<file path="config.mk">
export PLATFORM = sky130hd
export DESIGN_NAME = cbfp_seq_ctrl_flat
export DESIGN_NICKNAME = d
export VERILOG_FILES = /design/src/rtl/cbfp_seq_ctrl_if.sv /design/src/rtl/cbfp_seq_ctrl.sv /design/src/flat_wrapper.sv
export SDC_FILE = /design/constraint.sdc
export NUM_CORES = 1
export LEC_CHECK = 0
export CAP_MARGIN = 20
export CELL_PAD_IN_SITES_DETAIL_PLACEMENT = 0
export CELL_PAD_IN_SITES_GLOBAL_PLACEMENT = 1
export CORE_MARGIN = 10
export CORE_UTILIZATION = 40
export DETAILED_ROUTE_END_ITERATION = 12
export PLACE_DENSITY_LB_ADDON = 0.25
export SYNTH_ARGS = -nofsm -noshare
export SYNTH_HDL_FRONTEND = slang
export SYNTH_SLANG_ARGS = --single-unit
</file>
<file path="constraint.sdc">
create_clock -name clk -period 2.69 [get_ports clk]
set_input_delay 0.269 -clock clk [delete_from_list [all_inputs] [get_ports clk]]
set_output_delay 0.269 -clock clk [all_outputs]
set_load 0.02 [all_outputs]
</file>
<file path="src/rtl/cbfp_seq_ctrl_if.sv">
// Handshake bundle between the upstream butterfly, the CBFP sequencing controller and its datapath.
// CBFP_CTRL_FLUSH_EN adds the synchronous flush input.
interface cbfp_seq_ctrl_if #(
  parameter int BEAT_W    = 2,
  parameter int BLK_CNT_W = 8
);
  logic                 valid_in;
`ifdef CBFP_CTRL_FLUSH_EN
  logic                 flush;
`endif
  logic                 wr_en;
  logic                 wr_bank;
  logic [BEAT_W-1:0]    wr_beat;
  logic                 cal_clr;
  logic                 cal_en;
  logic                 cal_done;
  logic                 rd_en;
  logic                 rd_bank;
  logic [BEAT_W-1:0]    rd_beat;
  logic [BEAT_W-1:0]    cnt_sel;
  logic                 valid_out;
  logic                 busy;
  logic                 ovf_err;
  logic [BLK_CNT_W-1:0] blk_cnt;

  modport master (
`ifdef CBFP_CTRL_FLUSH_EN
    output flush,
`endif
    output valid_in,
    input  wr_en, wr_bank, wr_beat, cal_clr, cal_en, cal_done,
    input  rd_en, rd_bank, rd_beat, cnt_sel, valid_out, busy, ovf_err, blk_cnt
  );

  modport slave (
`ifdef CBFP_CTRL_FLUSH_EN
    input  flush,
`endif
    input  valid_in,
    output wr_en, wr_bank, wr_beat, cal_clr, cal_en, cal_done,
    output rd_en, rd_bank, rd_beat, cnt_sel, valid_out, busy, ovf_err, blk_cnt
  );
endinterface

</file>
<file path="src/rtl/cbfp_seq_ctrl.sv">
// CBFP sequencing controller: fills a two-bank block buffer, frames the zero count, drains through the shifter.
// Optional synchronous flush input is enabled by defining CBFP_CTRL_FLUSH_EN.
module cbfp_seq_ctrl #(
  parameter int BEATS     = 4,
  parameter int BEAT_W    = 2,
  parameter int CAL_LAT   = 2,
  parameter int BLK_CNT_W = 8
) (
  input  logic           clk,
  input  logic           rstn,
  cbfp_seq_ctrl_if.slave bus
);

  localparam int TMR_W = (CAL_LAT > 1) ? $clog2(CAL_LAT) : 1;
  localparam logic [BEAT_W-1:0] LAST_BEAT = BEAT_W'(BEATS - 1);
  localparam logic [TMR_W-1:0]  TMR_INIT  = TMR_W'(CAL_LAT - 1);

  typedef enum logic [1:0] {
    S_IDLE  = 2'd0,
    S_WAIT  = 2'd1,
    S_DRAIN = 2'd2
  } state_t;

  state_t               r_state;
  logic [TMR_W-1:0]     r_timer;
  logic                 r_wr_bank;
  logic [BEAT_W-1:0]    r_wr_beat;
  logic                 r_drop;
  logic [1:0]           r_pend;
  logic                 r_cal_done;
  logic                 r_ovf_err;
  logic                 r_rd_en;
  logic                 r_rd_bank;
  logic [BEAT_W-1:0]    r_rd_beat;
  logic [BLK_CNT_W-1:0] r_blk_cnt;

  logic       w_flush;
  logic       w_valid;
  logic       w_first;
  logic       w_last;
  logic       w_ovf;
  logic       w_drop;
  logic       w_set;
  logic       w_rd_last;
  logic [1:0] w_set_mask;
  logic [1:0] w_clr_mask;

`ifdef CBFP_CTRL_FLUSH_EN
  assign w_flush = bus.flush;
`else
  assign w_flush = 1'b0;
`endif

  // The overflow decision on beat 0 must already gate that beat, so drop is the register OR the live hit.
  assign w_valid    = bus.valid_in & ~w_flush;
  assign w_first    = (r_wr_beat == '0);
  assign w_last     = w_valid & (r_wr_beat == LAST_BEAT);
  assign w_ovf      = w_valid & w_first & r_pend[r_wr_bank];
  assign w_drop     = r_drop | w_ovf;
  assign w_set      = w_last & ~w_drop;
  assign w_rd_last  = (r_state == S_DRAIN) && (r_rd_beat == LAST_BEAT);
  assign w_set_mask = {w_set & r_wr_bank, w_set & ~r_wr_bank};
  assign w_clr_mask = {w_rd_last & r_rd_bank, w_rd_last & ~r_rd_bank};

  always_ff @(posedge clk or negedge rstn) begin
    if (!rstn) begin
      r_wr_bank  <= 1'b0;
      r_wr_beat  <= '0;
      r_drop     <= 1'b0;
      r_cal_done <= 1'b0;
      r_ovf_err  <= 1'b0;
    end else if (w_flush) begin
      r_wr_bank  <= 1'b0;
      r_wr_beat  <= '0;
      r_drop     <= 1'b0;
      r_cal_done <= 1'b0;
    end else begin
      r_cal_done <= w_set;
      if (w_ovf) r_ovf_err <= 1'b1;
      if (w_valid) begin
        r_wr_beat <= r_wr_beat + BEAT_W'(1);
        if (w_last) begin
          r_drop <= 1'b0;
          if (!w_drop) r_wr_bank <= ~r_wr_bank;
        end else if (w_ovf) begin
          r_drop <= 1'b1;
        end
      end
    end
  end

  // Set and clear always target different banks, because a pending bank refuses new blocks.
  always_ff @(posedge clk or negedge rstn) begin
    if (!rstn) r_pend <= 2'b00;
    else if (w_flush) r_pend <= 2'b00;
    else r_pend <= (r_pend | w_set_mask) & ~w_clr_mask;
  end

  always_ff @(posedge clk or negedge rstn) begin
    if (!rstn) begin
      r_state   <= S_IDLE;
      r_timer   <= '0;
      r_rd_en   <= 1'b0;
      r_rd_bank <= 1'b0;
      r_rd_beat <= '0;
      r_blk_cnt <= '0;
    end else if (w_flush) begin
      r_state   <= S_IDLE;
      r_timer   <= '0;
      r_rd_en   <= 1'b0;
      r_rd_bank <= 1'b0;
      r_rd_beat <= '0;
    end else begin
      case (r_state)
        S_IDLE: begin
          if (r_pend[r_rd_bank]) begin
            r_state <= S_WAIT;
            r_timer <= TMR_INIT;
          end
        end
        S_WAIT: begin
          if (r_timer == '0) begin
            r_state   <= S_DRAIN;
            r_rd_beat <= '0;
            r_rd_en   <= 1'b1;
          end else begin
            r_timer <= r_timer - TMR_W'(1);
          end
        end
        S_DRAIN: begin
          r_rd_beat <= r_rd_beat + BEAT_W'(1);
          if (w_rd_last) begin
            r_state   <= S_IDLE;
            r_rd_en   <= 1'b0;
            r_rd_bank <= ~r_rd_bank;
            r_blk_cnt <= r_blk_cnt + BLK_CNT_W'(1);
          end
        end
        default: r_state <= S_IDLE;
      endcase
    end
  end

  assign bus.wr_en     = w_valid & ~w_drop;
  assign bus.wr_bank   = r_wr_bank;
  assign bus.wr_beat   = r_wr_beat;
  assign bus.cal_en    = w_valid & ~w_drop;
  assign bus.cal_clr   = w_valid & ~w_drop & w_first;
  assign bus.cal_done  = r_cal_done;
  assign bus.rd_en     = r_rd_en;
  assign bus.rd_bank   = r_rd_bank;
  assign bus.rd_beat   = r_rd_beat;
  assign bus.cnt_sel   = r_rd_beat;
  assign bus.valid_out = r_rd_en;
  assign bus.busy      = (|r_pend) | (r_state != S_IDLE);
  assign bus.ovf_err   = r_ovf_err;
  assign bus.blk_cnt   = r_blk_cnt;

endmodule

</file>
<file path="src/flat_wrapper.sv">
// flat-port wrapper written by rule: the top's interface ports become plain ports
module cbfp_seq_ctrl_flat 
#(
  parameter int BEATS     = 4,
  parameter int BEAT_W    = 2,
  parameter int CAL_LAT   = 2,
  parameter int BLK_CNT_W = 8
)
  (clk, rstn, bus_valid_in, bus_wr_en, bus_wr_bank, bus_wr_beat, bus_cal_clr, bus_cal_en, bus_cal_done, bus_rd_en, bus_rd_bank, bus_rd_beat, bus_cnt_sel, bus_valid_out, bus_busy, bus_ovf_err, bus_blk_cnt);
  cbfp_seq_ctrl_if #(.BEAT_W(BEAT_W), .BLK_CNT_W(BLK_CNT_W)) bus_i ();
  input  logic clk;
  input  logic rstn;
  input wire logic [$bits(bus_i.valid_in)-1:0] bus_valid_in;
  output wire logic [$bits(bus_i.wr_en)-1:0] bus_wr_en;
  output wire logic [$bits(bus_i.wr_bank)-1:0] bus_wr_bank;
  output wire logic [$bits(bus_i.wr_beat)-1:0] bus_wr_beat;
  output wire logic [$bits(bus_i.cal_clr)-1:0] bus_cal_clr;
  output wire logic [$bits(bus_i.cal_en)-1:0] bus_cal_en;
  output wire logic [$bits(bus_i.cal_done)-1:0] bus_cal_done;
  output wire logic [$bits(bus_i.rd_en)-1:0] bus_rd_en;
  output wire logic [$bits(bus_i.rd_bank)-1:0] bus_rd_bank;
  output wire logic [$bits(bus_i.rd_beat)-1:0] bus_rd_beat;
  output wire logic [$bits(bus_i.cnt_sel)-1:0] bus_cnt_sel;
  output wire logic [$bits(bus_i.valid_out)-1:0] bus_valid_out;
  output wire logic [$bits(bus_i.busy)-1:0] bus_busy;
  output wire logic [$bits(bus_i.ovf_err)-1:0] bus_ovf_err;
  output wire logic [$bits(bus_i.blk_cnt)-1:0] bus_blk_cnt;
  assign bus_i.valid_in = bus_valid_in;
  assign bus_wr_en = bus_i.wr_en;
  assign bus_wr_bank = bus_i.wr_bank;
  assign bus_wr_beat = bus_i.wr_beat;
  assign bus_cal_clr = bus_i.cal_clr;
  assign bus_cal_en = bus_i.cal_en;
  assign bus_cal_done = bus_i.cal_done;
  assign bus_rd_en = bus_i.rd_en;
  assign bus_rd_bank = bus_i.rd_bank;
  assign bus_rd_beat = bus_i.rd_beat;
  assign bus_cnt_sel = bus_i.cnt_sel;
  assign bus_valid_out = bus_i.valid_out;
  assign bus_busy = bus_i.busy;
  assign bus_ovf_err = bus_i.ovf_err;
  assign bus_blk_cnt = bus_i.blk_cnt;
  cbfp_seq_ctrl #(.BEATS(BEATS), .BEAT_W(BEAT_W), .CAL_LAT(CAL_LAT), .BLK_CNT_W(BLK_CNT_W)) u_core (.clk(clk), .rstn(rstn), .bus(bus_i));
endmodule
</file>
# After elaboration in Yosys (flattened, before gate mapping)
# Index checks and enable logic that the tools add are counted.
[op_classes] add_sub_neg=4 order_cmp=2 n_eq_ne=7 muxes=18 bitwise_logic=18 n_reduce_logical=15
[ops] operator="$and 1x1->1" n=10
[ops] operator="$mux 1" n=10
[ops] operator="$reduce_and 3->1" n=3
[ops] operator="$add 8x1->8 const B" n=1
[ops] operator="$mux 2" n=4
[ops] operator="$reduce_and 2->1" n=4
[ops] operator="$reduce_bool 2->1" n=4
[ops] operator="$eq 2x2->1 const B" n=3
[ops] operator="$pmux 2 s3" n=1
[ops] operator="$add 2x1->2 const B" n=2
[ops] operator="$logic_not 2->1" n=2
[ops] operator="$lt 1x2->1 const B" n=2
[ops] operator="$ne 2x1->1 const B" n=2
[ops] operator="$pmux 1 s2" n=2
[ops] operator="$pmux 2 s2" n=1
[ops] operator="$not 1->1" n=3
[ops] operator="$and 2x2->2" n=1
[ops] operator="$eq 2x1->1 const B" n=1
[ops] operator="$ne 2x2->1 const B" n=1
[ops] operator="$not 2->2" n=1
[ops] operator="$or 1x1->1" n=2
[ops] operator="$or 2x2->2" n=1
[ops] operator="$reduce_or 2->1" n=1
[ops] operator="$logic_and 1x1->1" n=1
[ops] operator="$sub 1x1->1 const B" n=1
[totals] register_bits=23 in_bits=3 out_inout_bits=24 wordCells=76

# Longest topological paths before layout
# Gate-level depths: netlist (run 1).
[depth] word_depth=9 mapped_depth=5 depth_no_buf=5

# Worst setup path before layout (run 1)
# OpenSTA, ideal clock, no wires.
[synth_path] kind="reg2out" from="register u_core.r_wr_bank (netlist: u_core.bus.wr_bank)" to="output port bus_wr_en" arrival_ps=1548 required_time_ps=2421 setup_slack_ps=873 path_stages_with_launch=5 path_buffers=1 path_cell_list="dfrtp_1 mux2_2 a31oi_1 and2_1 buf_4"
[synth_between] elab_chain_cells=6
[synth_lines] item="start, declared" line_no="cbfp_seq_ctrl.sv:26" source="logic r_wr_bank;"
[synth_lines] item="start signal, assigned" line_no="cbfp_seq_ctrl.sv:84" source="if (!w_drop) r_wr_bank <= ~r_wr_bank;"
[synth_lines] item="$mux 1 (not written as such) (2 in series)" line_no="cbfp_seq_ctrl.sv:58" source="assign w_ovf = w_valid & w_first & r_pend[r_wr_bank];"
[synth_lines] item="$and 1x1->1" line_no="cbfp_seq_ctrl.sv:58"
[synth_lines] item="$or 1x1->1" line_no="cbfp_seq_ctrl.sv:59" source="assign w_drop = r_drop | w_ovf;"
[synth_lines] item="$not 1->1 (no line)"
[synth_lines] item="$and 1x1->1"
[synth_lines] item="end, declared" line_no="flat_wrapper.sv:14" source="output wire logic [$bits(bus_i.wr_en)-1:0] bus_wr_en;"
# No other way between the ends. The select of a mux whose other input is x is not followed.

# Final worst setup path (run 1)
[layout_path] from="register u_core.r_wr_bank (netlist: u_core.bus.wr_bank)" to="output port bus_cal_en"
[layout_between] elab_chain_cells=6
[layout_lines] item="$mux 1 (not written as such) (2 in series)" line_no="cbfp_seq_ctrl.sv:58"
[layout_lines] item="$and 1x1->1" line_no="cbfp_seq_ctrl.sv:58"
[layout_lines] item="$or 1x1->1" line_no="cbfp_seq_ctrl.sv:59"
[layout_lines] item="$not 1->1 (no line)"
[layout_lines] item="$and 1x1->1" line_no="cbfp_seq_ctrl.sv:147" source="assign bus.cal_en = w_valid & ~w_drop;"
[layout_lines] item="end, declared" line_no="flat_wrapper.sv:18" source="output wire logic [$bits(bus_i.cal_en)-1:0] bus_cal_en;"
# No other way between the ends. The select of a mux whose other input is x is not followed.

==> out/qor.csv, run 1 <==
stage;metric;value;unit
setup_path;worst-path maximum fanout;5;
finish;Syn-to-layout area delta;26.67;%
hold_path;worst hold path type;primary input to asynchronous set/reset pin;
setup_path;Crit Reg-Reg Endpoint;u_core.r_state[0]$_DFFE_PN0P_;
grt;grt total ovfl;0;
placed_design;Post-DP Area;0.001394;mm²
clock_tree;CTS tree;done;
floorplan;Die ar.;0.005320;mm²
logic_synthesis;syn_nets;112;
placed_design;I/O Buffers;26;
logic_synthesis;dominant synthesized flop cell;dfrtp_1;
floorplan;die width;72.94;µm
setup_path;r2r setup slk;0.94;ns
logic_synthesis;Synth async-reset ratio;1.000;
timing;Relative slew margins;0.7174;
setup_path;kind of end point of the critical path;output port;
timing;Max Slew Vio Count;0;
drt;DR pass1 iterations;5;
timing;Period minus WS final;2.439;ns
logic_synthesis;Post-Syn Instances;100;
clock_tree;hold-fix buffers at CTS;0;
finish;layout cells sized above 1;0.07937;
clock_tree;post-CTS resize count;0;
clock_tree;Max Root-Sink Buffers;2;
setup_path;critical setup path kind;flip-flop to output port;
grt;pin count of the biggest net entering global routing;24;
floorplan;core area;0.002710;mm²
clock_tree;CTS Buf Count;3;
logic_synthesis;Yosys cell types;29;
timing;setup tns final;0;ns
floorplan;Core Rows;19;
finish;cell area after layout;0.001420;mm²
clock_tree;clk sink count;23;
outcome;run status;completed;
setup_path;reg2reg path depth;4;
placed_design;GPL Wtd Cong;0.7805;
placed_design;post-DP HPWL;1643;µm
pwr;maximum VDD drop;640.6;µV
logic_synthesis;synthesized flop and latch total;23;
setup_path;FF-to-FF Start;u_core.r_state[0]$_DFFE_PN0P_;
drt;number of DRC markers in iteration 0;20;
logic_synthesis;commonest cells in the netlist;dfrtp_1, ha_1, nand2_1, inv_1;
floorplan;Top Ports;27;
grt;vias in the first global route;845;
logic_synthesis;Post-synth EDFFs;0;
setup_path;nature of the critical path startpoint;flip-flop;
grt;GRT Resource Usage Total;0.08628;
grt;global-route wire length before repair;3795;µm
flow_run;Max-Cap Viols;0;
timing;FMAX;0.4099;GHz
clock_tree;clock transition at the registers of the reported paths;0.12;ns
drt;total number of vias;782;
drt;final WL;2096;µm
timing;final hold vios;0;
grt;initial antenna violation count;0;
clock_tree;Worst-Skew Late Latency;0.30;ns
floorplan;effective utilization at floorplan;0.4137;
timing;final-report setup violation count;0;
drt;antenna viol nets, final;0;
logic_synthesis;post-synthesis sequential area ratio;0.5134;
finish;number of inserted diodes;0;
logic_synthesis;Synth top area share;0.5134;
timing;Final Skew;0.004231;ns
logic_synthesis;Synth area leader;dfrtp_1;
setup_path;Critical Path AT;2.17;ns
pwr;Power Dens Cells;888.8;mW/mm²
floorplan;Die H;72.94;µm
logic_synthesis;main area contributors after synthesis;dfrtp_1, ha_1, mux2_2;
drt;vias per cell;4.981;
timing;RSZ-0062 raised after global routing;no;
timing;Worst-Margin Slew;0.4239;ns
logic_synthesis;Syn Area/Cell;11.21;µm²
drt;DRC Markers;0;
pwr;Leak;0.6370;nW
clock_tree;CTS root buffer;clkbuf_4;
timing;Final period util;0.9069;
logic_synthesis;most common cell in the netlist;dfrtp_1;
finish;Final #Nets;139;
drt;drt wl/cell;13.35;µm
clock_tree;post-CTS setup buffers;0;
logic_synthesis;synth warn;0;
setup_path;Critical Path RT;2.42;ns
logic_synthesis;Post-Syn Area;0.001121;mm²
clock_tree;H-tree Lvls;1;
==> state kept, by name, indices dropped and copies added, names as in the netlist, 2 cells and up <==
signal and cells:
u_core.bus.wr_beat 2, u_core.r_pend 2, u_core.bus.blk_cnt 8, u_core.bus.cnt_sel 2
u_core.r_state 2
==> metal layers <==
layer / vias to the layer above / share of wire / wire [µm] / GRT usage
met5: - / 0 / 0 / 0
met1: 370 / 0.45 / 947 / 0.1018
li1: 390 / - / - / -
met4: 0 / 0.0095 / 20 / 0.03165
met2: 20 / 0.45 / 951 / 0.1407
met3: 2 / 0.084 / 177 / 0.02993
==> cells by family (layout without fill, tap and decap cells) <==
kind of cell,Yosys count,count (layout),synth area share
flip-flops,23,23,0.5134
XOR/XNOR,10,10,0.07812
AO/OA/AOI/OAI,16,16,0.09487
AND/OR/NAND/NOR,25,25,0.1105
adder cells (fa/ha/maj),9,9,0.1004
multiplexers,5,5,0.04910
buffers and inverters,12,38,0.05357
==> worst max path at each step <==
stage | from | to | slack [ns] | cells after the start
2_1_floorplan | u_core.bus.wr_bank$_DFFE_PN0P_ | bus_wr_en | 0.87 | 4
3_3_place_gp | bus_valid_in | bus_cal_clr | 0.54 | 4
3_5_place_dp | bus_valid_in | bus_cal_en | 0.50 | 4
4_1_cts | u_core.bus.wr_bank$_DFFE_PN0P_ | bus_cal_en | 0.22 | 4
5_1_grt | u_core.bus.wr_bank$_DFFE_PN0P_ | bus_cal_en | 0.12 | 4
6_report | u_core.bus.wr_bank$_DFFE_PN0P_ | bus_cal_en | 0.25 | 4
==> final cells by class <==
class	count	area, µm²
tap	31	38.79
clock buffer	4	26.28
inverter	7	26.28
sequential	23	575.6
timing repair buffer	27	267.8
multi-input combinational	65	485.5
fill	270	1290
==> worst max-delay path, stage by stage, from the launching register on <==
cell             delay (ns)
dfrtp_1                0.45
mux2_2                 0.38
a31oi_1                0.23
and2_1                 0.18
clkdlybuf4s50_1        0.62
==> through the flow <==
stage               utilization  setup slack [ns]  total power [mW]  hold slack, ns  std cells
finish                   0.5240            0.2505             1.262          0.3114        157
global route             0.5240            0.1169             1.379          0.3265        157
CTS                      0.5240            0.2215             1.283          0.3144        157
detailed placement       0.5143            0.5039             1.124          0.4599        153
global placement         0.5143            0.5398             1.108          0.4536        153
floorplan                     -            0.8730            0.9084        -0.02659        100
==> placed cells by master, fill, tap and decap left out, types with 2 or more instances in the layout <==
cell and n:
clkdlybuf4s50_1 26, dfrtp_1 23, nand2_1 9, ha_1 9, inv_1 7, xnor2_1 5, o21ai_0 5, xor2_1 5
mux2_2 4, nor2_1 3, a21oi_1 3, nand4_1 3, clkbuf_4 3, and3_1 2, nand2b_1 2, nor3_1 2
==> report_power, final <==
group	internal, mW	total, mW	switching (mW)	leakage, nW
logic	0.285	0.581	0.296	0.334
clock network	0.0577	0.155	0.0972	0.0150
registers	0.436	0.527	0.0909	0.288
No activity file was read; power rests on OpenSTA's default activity.
==> run 2, diff against run 1 <==
--- a/config.mk
+++ b/config.mk
@@ -12,6 +12,8 @@
 export CORE_UTILIZATION = 40
 export DETAILED_ROUTE_END_ITERATION = 12
 export PLACE_DENSITY_LB_ADDON = 0.25
+export SLEW_MARGIN = 5
 export SYNTH_ARGS = -nofsm -noshare
 export SYNTH_HDL_FRONTEND = slang
 export SYNTH_SLANG_ARGS = --single-unit
+export TNS_END_PERCENT = 10
==> results of run 2 <==
Final layout, timing and power as in run 1 (identical DEF).
==> run 3, diff against run 2 <==
--- a/config.mk
+++ b/config.mk
@@ -11,6 +11,7 @@
 export CORE_MARGIN = 10
 export CORE_UTILIZATION = 40
 export DETAILED_ROUTE_END_ITERATION = 12
+export GPL_ROUTABILITY_DRIVEN = 0
 export PLACE_DENSITY_LB_ADDON = 0.25
 export SLEW_MARGIN = 5
 export SYNTH_ARGS = -nofsm -noshare
==> results of run 3 <==
Final layout, timing and power as in run 1 (identical DEF).
==> variant (settings of run 2) <==
`BEAT_W` is set to 2 in 3 places; all go to 4.
--- a/src/rtl/cbfp_seq_ctrl_if.sv
+++ b/src/rtl/cbfp_seq_ctrl_if.sv
@@ -2,5 +2,5 @@
 // CBFP_CTRL_FLUSH_EN adds the synchronous flush input.
 interface cbfp_seq_ctrl_if #(
-  parameter int BEAT_W    = 2,
+  parameter int BEAT_W    = 4,
   parameter int BLK_CNT_W = 8
 );
--- a/src/rtl/cbfp_seq_ctrl.sv
+++ b/src/rtl/cbfp_seq_ctrl.sv
@@ -3,5 +3,5 @@
 module cbfp_seq_ctrl #(
   parameter int BEATS     = 4,
-  parameter int BEAT_W    = 2,
+  parameter int BEAT_W    = 4,
   parameter int CAL_LAT   = 2,
   parameter int BLK_CNT_W = 8
--- a/src/flat_wrapper.sv
+++ b/src/flat_wrapper.sv
@@ -3,5 +3,5 @@
 #(
   parameter int BEATS     = 4,
-  parameter int BEAT_W    = 2,
+  parameter int BEAT_W    = 4,
   parameter int CAL_LAT   = 2,
   parameter int BLK_CNT_W = 8
Ports: changed (resized bus_cnt_sel, bus_rd_beat and bus_wr_beat); port bits go from 27 to 33. No check against the original RTL was run, so the function may have changed too.
==> variant against run 2 <==
  * Global-route usage increased by 0.80 points
  * Final cell count increased by 25%
  * Sequential cell count rose by 4
  * Die area grew 16%
  * Clock power is 18% higher
  * Clock skew up 10 ps
  * Fmax is 4.4% lower
  * Power increased by 35%
  * Hold slack worse by 36 ps
  * Wire length rose by 36%
  * Design area grew 23%
  * Area after synthesis increased by 22%
  * Worst setup slack worse by 110 ps
  * Critical endpoint is now bus_wr_en
  * Highest routed layer unchanged
==> variant: results (changes against run 2) <==
stage,metric,value,unit,change
status,outcome,finished clean,,
synth,synth_cell_types,38,,+31%
pwr,clockPowerShare,0.107,,-0.016
synth,synthMuxAreaShare,0.0547,,+0.00559
clock_network,clkLatencyLatePin,340,ps,+40 ps
synth,synthTopCellsByArea,"dfrtp_1 49%, ha_1 7.3%, xnor2_1 4.5%",,
pwr,p_leak,0.781,nW,+23%
timing,post-route-period-util,0.948,,+0.0415
setup_path,cpPeakStageDelay,660,ps,+40 ps
synth,synth_common_cells,"27 x dfrtp_1, 11 x nand2_1, 8 x ha_1",,
drt,avgViaCountPerCell,4.94,,-0.84%
setup_path,worstPathArrival,2280,ps,+110 ps
finish,num-fill-cells,317,,+17%
grt,grt_max_degree,28,,+17%
finish,drive_gt1_frac,0.0795,,+0.000105
synth,syn_area_per_cell,11.3,um2,+1.2%
drt,dr_wl_met3,263,um,+49%
setup_path,r2r_start,u_core.bus.cnt_sel[0],,
place,place_ws,456,ps,-47.7 ps
clock_network,cts.clk_slew.worst_paths,160,ps,+40 ps
place,io_buffers,32,,+23%
setup_path,worstSetupEndpoint,bus_wr_en,,
pwr,switching_share,0.409,,+0.0259
place,place_inst,193,,+26%
drt,wl_met1,1300,um,+37%
drt,vias,973,,+24%
finish,nNetsFinal,163,,+17%
pwr,p_total,1.71,mW,+35%
drt,dr.pass1.iters,4,,-1
timing,relSlewSlack,0.640,,-0.0776
grt,grt_pass1_wl,4780,um,+26%
-- variant: layer usage --
metal / vias up / track usage
li1: 481 / -
met1: 465 / 0.111
met2: 23 / 0.141
met3: 4 / 0.0444
met4: 0 / 0.0448
met5: - / 0
-- variant: area by class of cell --
type                       instances  area (um2)  share of cell area
clock inverter                     1        5.00             0.00287
timing repair buffer              35         345               0.198
clock buffer                       3        22.5              0.0129
tap                               46        57.6              0.0330
sequential                        27         676               0.387
inverter                           7        26.3              0.0150
multi-input combinational         78         614               0.352
-- variant: how the worst min path moves through the flow --
stage,from,slack (ps),endpoint,depth (start not counted)
floorplan,rstn,-30,u_core.bus.blk_cnt[0],0
global placement,u_core.bus.blk_cnt[7],450,u_core.bus.blk_cnt[7],1
detailed placement,u_core.bus.ovf_err,460,u_core.bus.ovf_err,1
CTS,rstn,300,u_core.bus.cnt_sel[1],2
global route,rstn,310,u_core.bus.cnt_sel[1],2
finish,rstn,280,u_core.bus.cnt_sel[0],2
